**src/rtl/pn_frame_ctrl.sv**
```systemverilog
// pn_frame_ctrl: PN-7 framed bit source with valid/ready handshake.
// Emits bursts of frame_cnt frames of frame_len bits each from a 7-stage PN
// register (c1 <= c7^c4^c3^c2), separating frames by GAP_CYCLES idle
// cycles. frame_cnt = 0 runs until abort.
// Optional feature: define PN_ERR_INJECT_EN to add the err_inject input.
// An err_inject pulse inverts the next accepted bit once.
module pn_frame_ctrl #(
  parameter int GAP_CYCLES = 4,
  parameter int LEN_W      = 16
) (
  input  logic             clk,
  input  logic             reset_n,
  input  logic             start,
  input  logic             abort,
  input  logic [6:0]       seed,
  input  logic [LEN_W-1:0] frame_len,
  input  logic [7:0]       frame_cnt,
  input  logic             bit_ready,
`ifdef PN_ERR_INJECT_EN
  input  logic             err_inject,
`endif
  output logic             bit_out,
  output logic             bit_valid,
  output logic             sof,
  output logic             eof,
  output logic             busy,
  output logic             done,
  output logic [7:0]       frames_sent
);

  typedef enum logic [2:0] {S_IDLE, S_LOAD, S_RUN, S_GAP, S_DONE} state_t;

  // Non-zero fallback for the PN register: used at reset and when seed = 0.
  localparam logic [6:0] PN_DEFAULT = 7'b1000001;

  state_t           state;
  logic [6:0]       pn;          // pn[6] = c7 (output stage), pn[0] = c1
  logic [LEN_W-1:0] bit_cnt;
  logic [LEN_W-1:0] len_q;
  logic [7:0]       cnt_q;
  logic [7:0]       gap_cnt;
  logic             inv;

  logic [6:0]       pn_next;
  logic             accept;
  logic             frame_last;
  logic             last_frame;
  logic             gap_end;

  assign pn_next    = {pn[5:0], pn[6] ^ pn[3] ^ pn[2] ^ pn[1]};
  assign accept     = (state == S_RUN) && bit_ready;
  assign frame_last = (bit_cnt == len_q - LEN_W'(1));
  // Widen to 9 bits so frames_sent = 255 cannot wrap onto a match.
  assign last_frame = (cnt_q != 8'd0) &&
                      (({1'b0, frames_sent} + 9'd1) == {1'b0, cnt_q});
  assign gap_end    = (state == S_GAP) && (gap_cnt == 8'(GAP_CYCLES - 1));
  assign bit_out    = pn[6] ^ inv;

  // Burst FSM with its registered handshake and status outputs.
  always_ff @(posedge clk or negedge reset_n) begin
    if (!reset_n) begin
      state       <= S_IDLE;
      pn          <= PN_DEFAULT;
      bit_cnt     <= '0;
      len_q       <= '0;
      cnt_q       <= '0;
      gap_cnt     <= '0;
      frames_sent <= '0;
      bit_valid   <= 1'b0;
      sof         <= 1'b0;
      eof         <= 1'b0;
      busy        <= 1'b0;
      done        <= 1'b0;
    end else if (abort) begin
      // Abort beats start and every other input. frames_sent is kept.
      state     <= S_IDLE;
      bit_valid <= 1'b0;
      sof       <= 1'b0;
      eof       <= 1'b0;
      busy      <= 1'b0;
      done      <= 1'b0;
    end else begin
      // NOTE: sequential state uses <= only, so every branch sees pre-edge values.
      case (state)
        S_IDLE: begin
          if (start) begin
            state <= S_LOAD;
            busy  <= 1'b1;
          end
        end
        S_LOAD: begin
          pn          <= (seed == 7'd0) ? PN_DEFAULT : seed;
          len_q       <= frame_len;
          cnt_q       <= frame_cnt;
          frames_sent <= '0;
          bit_cnt     <= '0;
          if (frame_len == '0) begin
            state <= S_DONE;
            done  <= 1'b1;
          end else begin
            state     <= S_RUN;
            bit_valid <= 1'b1;
            sof       <= 1'b1;
            eof       <= (frame_len == LEN_W'(1));
          end
        end
        S_RUN: begin
          if (accept) begin
            pn  <= pn_next;
            sof <= 1'b0;
            if (frame_last) begin
              bit_cnt     <= '0;
              bit_valid   <= 1'b0;
              eof         <= 1'b0;
              frames_sent <= (frames_sent == 8'hFF) ? 8'hFF : frames_sent + 8'd1;
              if (last_frame) begin
                state <= S_DONE;
                done  <= 1'b1;
              end else begin
                state   <= S_GAP;
                gap_cnt <= '0;
              end
            end else begin
              bit_cnt <= bit_cnt + LEN_W'(1);
              eof     <= (bit_cnt + LEN_W'(2) == len_q);
            end
          end
        end
        S_GAP: begin
          if (gap_end) begin
            state     <= S_RUN;
            bit_valid <= 1'b1;
            sof       <= 1'b1;
            eof       <= (len_q == LEN_W'(1));
          end else begin
            gap_cnt <= gap_cnt + 8'd1;
          end
        end
        S_DONE: begin
          state <= S_IDLE;
          done  <= 1'b0;
          busy  <= 1'b0;
        end
        default: state <= S_IDLE;
      endcase
    end
  end

`ifdef PN_ERR_INJECT_EN
  logic armed;
  logic present_new;

  // A new bit appears on bit_out at these edges. The inversion is applied only
  // here, so a bit that is already presented never changes while stalled.
  assign present_new = ((state == S_LOAD) && (frame_len != '0)) ||
                       (accept && !frame_last) || gap_end;

  // Arm on an err_inject pulse. Apply the inversion to the next presented bit.
  always_ff @(posedge clk or negedge reset_n) begin
    if (!reset_n) begin
      armed <= 1'b0;
      inv   <= 1'b0;
    end else if (abort) begin
      armed <= 1'b0;
      inv   <= 1'b0;
    end else if (present_new) begin
      inv   <= armed | err_inject;
      armed <= 1'b0;
    end else begin
      if (accept) inv <= 1'b0;
      if (err_inject) armed <= 1'b1;
    end
  end
`else
  assign inv = 1'b0;
`endif

endmodule
```
**config.mk**
```make
export PLATFORM = sky130hd
export DESIGN_NAME = pn_frame_ctrl
export DESIGN_NICKNAME = d
export VERILOG_FILES = /design/src/rtl/pn_frame_ctrl.sv
export SDC_FILE = /design/constraint.sdc
export NUM_CORES = 1
export LEC_CHECK = 0
export BUFFER_PORTS_ARGS = -buffer_cell sky130_fd_sc_hd__buf_4
export CORE_MARGIN = 2
export CORE_UTILIZATION = 40
export CTS_CLUSTER_SIZE = 10
export DETAILED_ROUTE_END_ITERATION = 8
export SYNTH_ARGS = -nofsm -noshare
export SYNTH_HDL_FRONTEND = slang
export SYNTH_SLANG_ARGS = --single-unit
```
**constraint.sdc**
```tcl
create_clock -name clk -period 4.16 [get_ports clk]
set_clock_uncertainty 0.05 [all_clocks]
set_input_delay 0 -clock clk [delete_from_list [all_inputs] [get_ports clk]]
set_output_delay 0 -clock clk [all_outputs]
set_load 0.03 [all_outputs]
```
==> results of run 1 <==
-- worst max-delay path, cell delays in order (launching register included) --
cell and delay (ps):
dfrtp_1 470, or3_1 490, or4b_1 560, a211oi_2 250, nand4_2 180, nor3_4 410
or2_1 300, mux2_4 320
-- power groups by stage --
stage               Clock [mW]  Sequential, mW  Combinational (mW)
global placement             0            1.28                1.45
finish                   0.844            1.28                1.50
floorplan                    0            1.19                1.14
CTS                      0.865            1.28                1.50
detailed placement           0            1.29                1.47
global route             0.899            1.32                1.68
-- synth_stat cells (10+ instances only) --
cell / count / share of area [%]
a21oi_1: 17 / 1.8
clkbuf_1: 21 / 1.7
mux2_2: 26 / 6.4
o21ai_0: 19 / 2.1
xor2_1: 20 / 3.8
a31oi_1: 13 / 1.8
nand2_1: 37 / 3.0
nand4_1: 10 / 1.4
xnor2_1: 32 / 6.1
nor4_1: 17 / 2.3
nand3_1: 19 / 2.1
nor3_1: 13 / 1.4
nor2_1: 55 / 4.5
dfrtp_1: 69 / 38
inv_1: 13 / 1.1
-- cells by family after synthesis --
group | Yosys count
buffers and inverters | 40
adder cells (fa/ha/maj) | 6
flip-flops | 71
multiplexers | 29
XOR/XNOR | 52
AO/OA/AOI/OAI | 103
AND/OR/NAND/NOR | 207
-- how the worst max path moves through the flow --
stage                   from             end  slack [ps]  cells after the start
floorplan           len_q[2]  frames_sent[0]        1190                     10
global placement    len_q[2]  frames_sent[1]        1050                      7
detailed placement  len_q[2]  frames_sent[1]        1010                      7
CTS                 len_q[2]      bit_cnt[4]         990                      8
global route        len_q[6]      bit_cnt[4]         780                      8
finish              len_q[2]  frames_sent[0]        1000                      7
-- per-layer routing --
metal | wire length, um | track usage, % | up-vias
met5 | 0 | 0 | -
met4 | 182 | 7.24 | 0
met3 | 630 | 4.76 | 16
met2 | 6410 | 36.1 | 109
met1 | 5420 | 27.2 | 2040
li1 | - | - | 2008
-- flip-flops by register name, summed over array words and instances, names as in the netlist --
name and flops:
state 3, bit_cnt 16, len_q 16, eof 1
frames_sent 8, bit_valid 1, cnt_q 8, pn 7
gap_cnt 8, sof 1, done 1, busy 1
-- metrics by stage --
| stage | setup WS [ps] | area, um^2 | utilization (%) | power (mW) |
|---|---|---|---|---|
| global route | 782 | 5730 | 50.6 | 3.90 |
| floorplan | 1190 | 4600 | - | 2.33 |
| CTS | 987 | 5730 | 50.6 | 3.65 |
| global placement | 1050 | 5070 | 44.8 | 2.73 |
| finish | 998 | 5730 | 50.6 | 3.63 |
| detailed placement | 1010 | 5070 | 44.8 | 2.75 |
-- layout make-up --
cell class / count / area share [%]
multi-input combinational: 397 / 46.2
sequential: 71 / 31.0
timing repair buffer: 89 / 13.1
clock buffer: 10 / 4.17
tap: 143 / 3.12
clock inverter: 6 / 1.46
inverter: 13 / 0.851
-- what timing repair did --
action	CTS	global route
hold buffers	34	0
gates resized for setup	0	0
endpoints found under the hold margin	103	0
endpoints found under the setup margin	0	0
==> impl_results.md, run 1 <==
* Status: complete, no violations
* Rel. slew slack at between 20 and 30%
* Critical path startpoint category: register
* Finish-stage setup viols at 0
* Nets at about 620
* Vias in the first global route at between 4000 and 5000
* Antenna Violating Nets Remaining at 0
* Clk buf depth at 2
* Post-synthesis mux area share at just over 7%
* DRC at 0
* Largest net degree at the start of global routing at 72
* Net Sw Frac at between 40% and 50%
* Sequential share of power at between 30% and 40%
* NetSw at ~1.5 mW
* Xor/xnor share of the synthesized area at around a tenth
* Final setup TNS at 0 ps
* Fillers at 1115
* Combinational power share at 41.5%
* Main combinational cell family by area after synthesis: simple AND/OR/NAND/NOR gates
* Post-CTS setup buffer count at 0
* Worst Hold End: state[1]
* Synth Area in Simple Gates at around a quarter
* # IOs at 50
* R2R Setup Slk at approximately 1000 ps
* Core Region at roughly 11000 um^2
* Die Y-Extent at about 110 um
* Achievable Freq at around 320 MHz
* Clk_lat worst skew at 340 ps
* Chip Width at ~110 um
* Critical R2R Launch: len_q[2]
* H-tree depth at 3
* CTS sink count at 71
* Clock Power Share at around a quarter
* CP Max Fanout at 10
* Placed cells at approximately 680
* Hold_sp: bit_ready
* Routed wire per std cell at between 15 and 20 um
* Min Tclk post-route at approximately 3200 ps
* I/O Buffers at slightly below 50
* Max Slew Vio Count at 0
* Worst hold path type: in2reg
* Final Hold Violating Endpoints at 0
* Global route total overflow at 0
* Commonest non-fill, non-tap cell in the layout: dfrtp_1
* Initial antenna violation count at 0
* Max-cap violation count at 0
* FF+latch area at approximately 1800 um^2
* Syn nets at 550
* Multi-input combinational cell area at around 2700 um^2
* LEAKAGE at about 2.4 nW
* Syn avg cell area at 9.06 um^2
* GP Congestion at about 0.90
* WP data required at 4340 ps
* Maximum VDD drop at 318 uV
* 1st-iter DRT viols at 220
* Post-synthesis adder-cell area fraction at 1.63%
* Syn Inst Count at 508
* Compound-cell area share of the yosys netlist at between 10% and 20%
* Synth unique cells at 66
* Hold WS at approximately 53 ps
* Area growth syn-to-layout at 24.6%
* R2R cell count at 7
* Die area at 12400 um^2
* Clock-pin slew on the worst setup and hold paths at roughly 60 ps
* Pwr Density at 632 nW/um^2
* Finished Layout Cells at approximately 730
* Post-Syn Area at approximately 4600 um^2
* Worst-Margin Slew at 1060 ps
* Antenna diodes at 0
* Hold Crit Depth at 6
* First-pass GRT wire length at 21300 um
* Most frequent cells in the layout: 69 x dfrtp_1, 55 x buf_4, 54 x nor2_1
* GR Util All Layers at 21.4%
* Critical path type: reg2reg
* Drt first pass iters at 5
* R2R Path End: frames_sent[0]
* CTS tree: done
* CTS Buf Count at 9
* Ys flop type: dfrtp_1
* CP arrival at roughly 3300 ps
* Fin crit share at about 76%
* Row count at 39
* YS warnings at 0
* Root Buffer: clkbuf_16
* Endpoint class of the critical path: register
* RSZ-0062 raised after global routing: false
* Share of layout cells above drive strength 1 at about a fifth
* Number of flops mapped to enable cells by yosys at 0
* Pint at around 2.2 mW
* Vias at between 4000 and 5000
* Register area share after synthesis at 38.7%
* Starting Density at 40.6%
* Total wire length at 12600 um
* #FFs+latches synth at 71
* Post-synth ARST share at 100%
* Vias per std cell at about 5.7
* Hpwl dp at approximately 8800 um
Power figures use the tool's default switching activity.
==> run 2: changes to the inputs <==
--- a/config.mk
+++ b/config.mk
@@ -5,6 +5,7 @@
 export SDC_FILE = /design/constraint.sdc
 export NUM_CORES = 1
 export LEC_CHECK = 0
+export ABC_AREA = 1
 export BUFFER_PORTS_ARGS = -buffer_cell sky130_fd_sc_hd__buf_4
 export CORE_MARGIN = 2
 export CORE_UTILIZATION = 40
==> constraint.sdc (replaced) <==
create_clock -name clk -period 3.3 [get_ports clk]
set_clock_uncertainty 0.05 [all_clocks]
set_input_delay 0 -clock clk [delete_from_list [all_inputs] [get_ports clk]]
set_output_delay 0 -clock clk [all_outputs]
set_load 0.03 [all_outputs]
==> run 2 against run 1 <==
The flow now finishes with violations (negative hold slack). Final cell count grew 34%. First-iteration DRC count down 0.45%. Area after synthesis up 8.6%. Global-route usage decreased by 0.80 points. Setup slack lost 330 ps. Sequential share of layout area down 1.9 points. Die area increased by 8.3%. Sequential cell count unchanged. Utilization fell by 0.24 points. Wire length is 1.4% higher. Worst hold slack worse by 56 ps. Critical endpoint is now bit_cnt[2]. Largest cell class unchanged. Largest power group unchanged. Highest routed layer unchanged.
==> impl_results.md, run 2 <==
* Status: complete, but fails checks
* Failing checks: negative hold slack
* Synth top area cells: dfrtp_1 35%, nand2_1 17%, inv_1 6.8%, nor2_1 4.9%, xor2_1 4.6%
* NetSw at approximately 1.8 mW
* Ys flop type: dfrtp_1
* Endpoint class of the critical path: register
* Pwr Density at roughly 670 nW/um^2
* # IOs at 50
* Combinational power share at between 40 and 50%
* Top cell type by total area after synthesis: dfrtp_1
* Syn nets at 766
* Global route total overflow at 0
* GR Util All Layers at 20.6%
* Root Buffer: clkbuf_16
* Min Tclk post-route at roughly 2600 ps
* Vias at 4775
* Critical path type: reg2reg
* Final instance area at between 6000 and 7000 um^2
* Hold WS at -2.78 ps
* Achievable Freq at between 300 and 400 MHz
* Die Y-Extent at 116 um
* Initial antenna violation count at 0
* Post-CTS setup buffer count at 0
* Rel. slew slack at roughly 37%
* Register area share after synthesis at between 30% and 40%
* Buf/Inv on CP at 1
* Critical path startpoint category: register
* 1st-iter DRT viols at 219
* # hold bufs at CTS at 32
* #FFs+latches synth at 71
* Maximum VDD drop at approximately 280 uV
* CTS tree: done
* Syn avg cell area at just under 7 um^2
* Row count at 40
* Clk_lat worst skew at 340 ps
* Yosys top cell area share at around a third
* CP arrival at ~2800 ps
* Net Sw Frac at between 40% and 50%
* Final Hold Violating Endpoints at 1
* Post-synth top cells: 228 x nand2_1, 91 x inv_1, 69 x dfrtp_1, 65 x nor2_1, 43 x nand3_1
* Most frequent cell after synthesis: nand2_1
* Clock Power Share at about 22%
* Drt first pass iters at 4
* Synth unique cells at 48
* Nets at between 800 and 900
* Vias per std cell at just under 5
* Share of layout cells above drive strength 1 at 14.1%
* Antenna Violating Nets Remaining at 0
* Worst hold path type: in2reg
* Starting Density at roughly two fifths
* First-pass GRT wire length at 22000 um
* WP data required at 3490 ps
* Largest regs: bit_cnt: 16 flops, len_q: 16 flops
* Commonest non-fill, non-tap cell in the layout: nand2_1
* Number of flops mapped to enable cells by yosys at 0
* Post_cts resized at 0
* H-tree depth at 3
* Worst path max stage delay at roughly 450 ps
* Post-Place Cell Area at roughly 5500 um^2
* Finish-stage setup viols at 0
* DRC at 0
* Area growth syn-to-layout at 22.1%
* Worst path cell trace: nor2_2, nand2_4, nor2_1, nor2_1, nand2_1, inv_1, nand2_4, nor3b_1
* Syn Inst Count at around 720
* Antenna diodes at 0
* Max-cap violation count at 0
* Routed wire per std cell at around 13 um
* GP Congestion at between 0.9 and 1
* Max Slew Vio Count at 0
* Worst-Margin Slew at ~940 ps
* Fin crit share at 79.8%
* YS warnings at 0
* Core Region at between 10000 and 15000 um^2
* Post-synth ARST share at between 90% and 100%
* Sequential share of power at about a third
* Clk buf depth at 2
* CTS Buf Count at 9
* Pint at ~2.3 mW
* LEAKAGE at 3.02 nW
* Post-Syn Area at around 5000 um^2
* Largest net degree at the start of global routing at ~70
* I/O Buffers at ~50
* Vias in the first global route at between 4000 and 5000
* Chip Width at around 120 um
* Most frequent cells in the layout: 228 x nand2_1, 91 x inv_1, 69 x dfrtp_1
* Fillers at around 1300
* RSZ-0062 raised after global routing: false
* Clock-pin slew on the worst setup and hold paths at 60 ps
* Tot Pwr at between 4 and 5 mW
* Slowest CP cell: inv_1
* Final setup TNS at 0 ps
* Die area at between 10000 and 15000 um^2
* Total wire length at about 13000 um
* CTS sink count at 71
* Crit path max-delay family: simple AND/OR/NAND/NOR gates
* CP Max Fanout at 25
* Hpwl dp at 9560 um
-- run 2: cell types whose count changed after synthesis, sizes merged, moves of 18 or more --
cell	before	now
mux2	28	1
nor2	55	73
inv	13	96
xnor2	32	8
o21ai	20	56
nand3	19	46
nand2	37	237
-- run 2: logic make-up (layout without fill, tap and decap cells) --
| family | after synthesis | after routing | share of synthesized area (%) |
|---|---|---|---|
| multiplexers | 1 | 1 | 0.225 |
| buffers and inverters | 111 | 195 | 8.96 |
| XOR/XNOR | 34 | 34 | 5.96 |
| AO/OA/AOI/OAI | 93 | 93 | 11.5 |
| flip-flops | 71 | 71 | 35.6 |
| adder cells (fa/ha/maj) | 6 | 6 | 1.50 |
| AND/OR/NAND/NOR | 408 | 408 | 36.3 |
-- run 2: metal layers --
layer	routed length [um]	up-vias	track usage, %	part of all wire (%)
li1	-	2475	-	-
met5	0	-	0	0
met2	6270	90	35.0	49
met1	5800	2190	26.8	45
met4	276	0	7.22	2.2
met3	466	20	3.29	3.6
-- run 2: worst min-delay path, cell delays in order --
cell	delay, ps
buf_4	80
o21ai_0	90
o21ai_0	170
-- run 2: final timing paths --
kind / endpoint / cells after the start / slack [ps] / from
worst max-delay path: bit_cnt[2] / 8 / 670 / state[2]
worst min-delay path: pn[5] / 3 / -3 / seed[5]
worst max register to register: bit_cnt[2] / 8 / 670 / state[2]
worst min register to register: sof / 2 / 420 / sof
max in group asynchronous: len_q[7] / 2 / 2290 / reset_n
min in group asynchronous: bit_cnt[2] / 2 / 310 / reset_n
-- run 2: final cells by class --
| cell class | instances | area, um^2 | area share (%) |
|---|---|---|---|
| multi-input cells | 542 | 2770 | 45.4 |
| flip-flops and latches | 71 | 1780 | 29.1 |
| repair buffers | 83 | 703 | 11.5 |
| inverters | 96 | 363 | 5.94 |
| clock buffers | 13 | 260 | 4.26 |
| well taps | 168 | 210 | 3.44 |
| clock inverters | 3 | 17.5 | 0.287 |
-- run 2: power by group through the flow --
| stage | Clock, mW | Sequential [mW] | Combinational, mW |
|---|---|---|---|
| 2_1_floorplan | 0 | 1.39 | 1.34 |
| 3_3_place_gp | 0 | 1.39 | 1.74 |
| 3_5_place_dp | 0 | 1.41 | 1.76 |
| 4_1_cts | 0.928 | 1.40 | 1.81 |
| 6_report | 0.915 | 1.39 | 1.80 |
| 5_1_grt | 0.974 | 1.43 | 2.09 |
-- run 2: metrics by stage --
step	std cells	util (%)	setup slack, ps
2_1_floorplan	724	-	1180
3_3_place_gp	928	45.5	779
3_5_place_dp	928	45.5	657
4_1_cts	976	50.4	643
5_1_grt	976	50.4	313
6_report	976	50.4	667
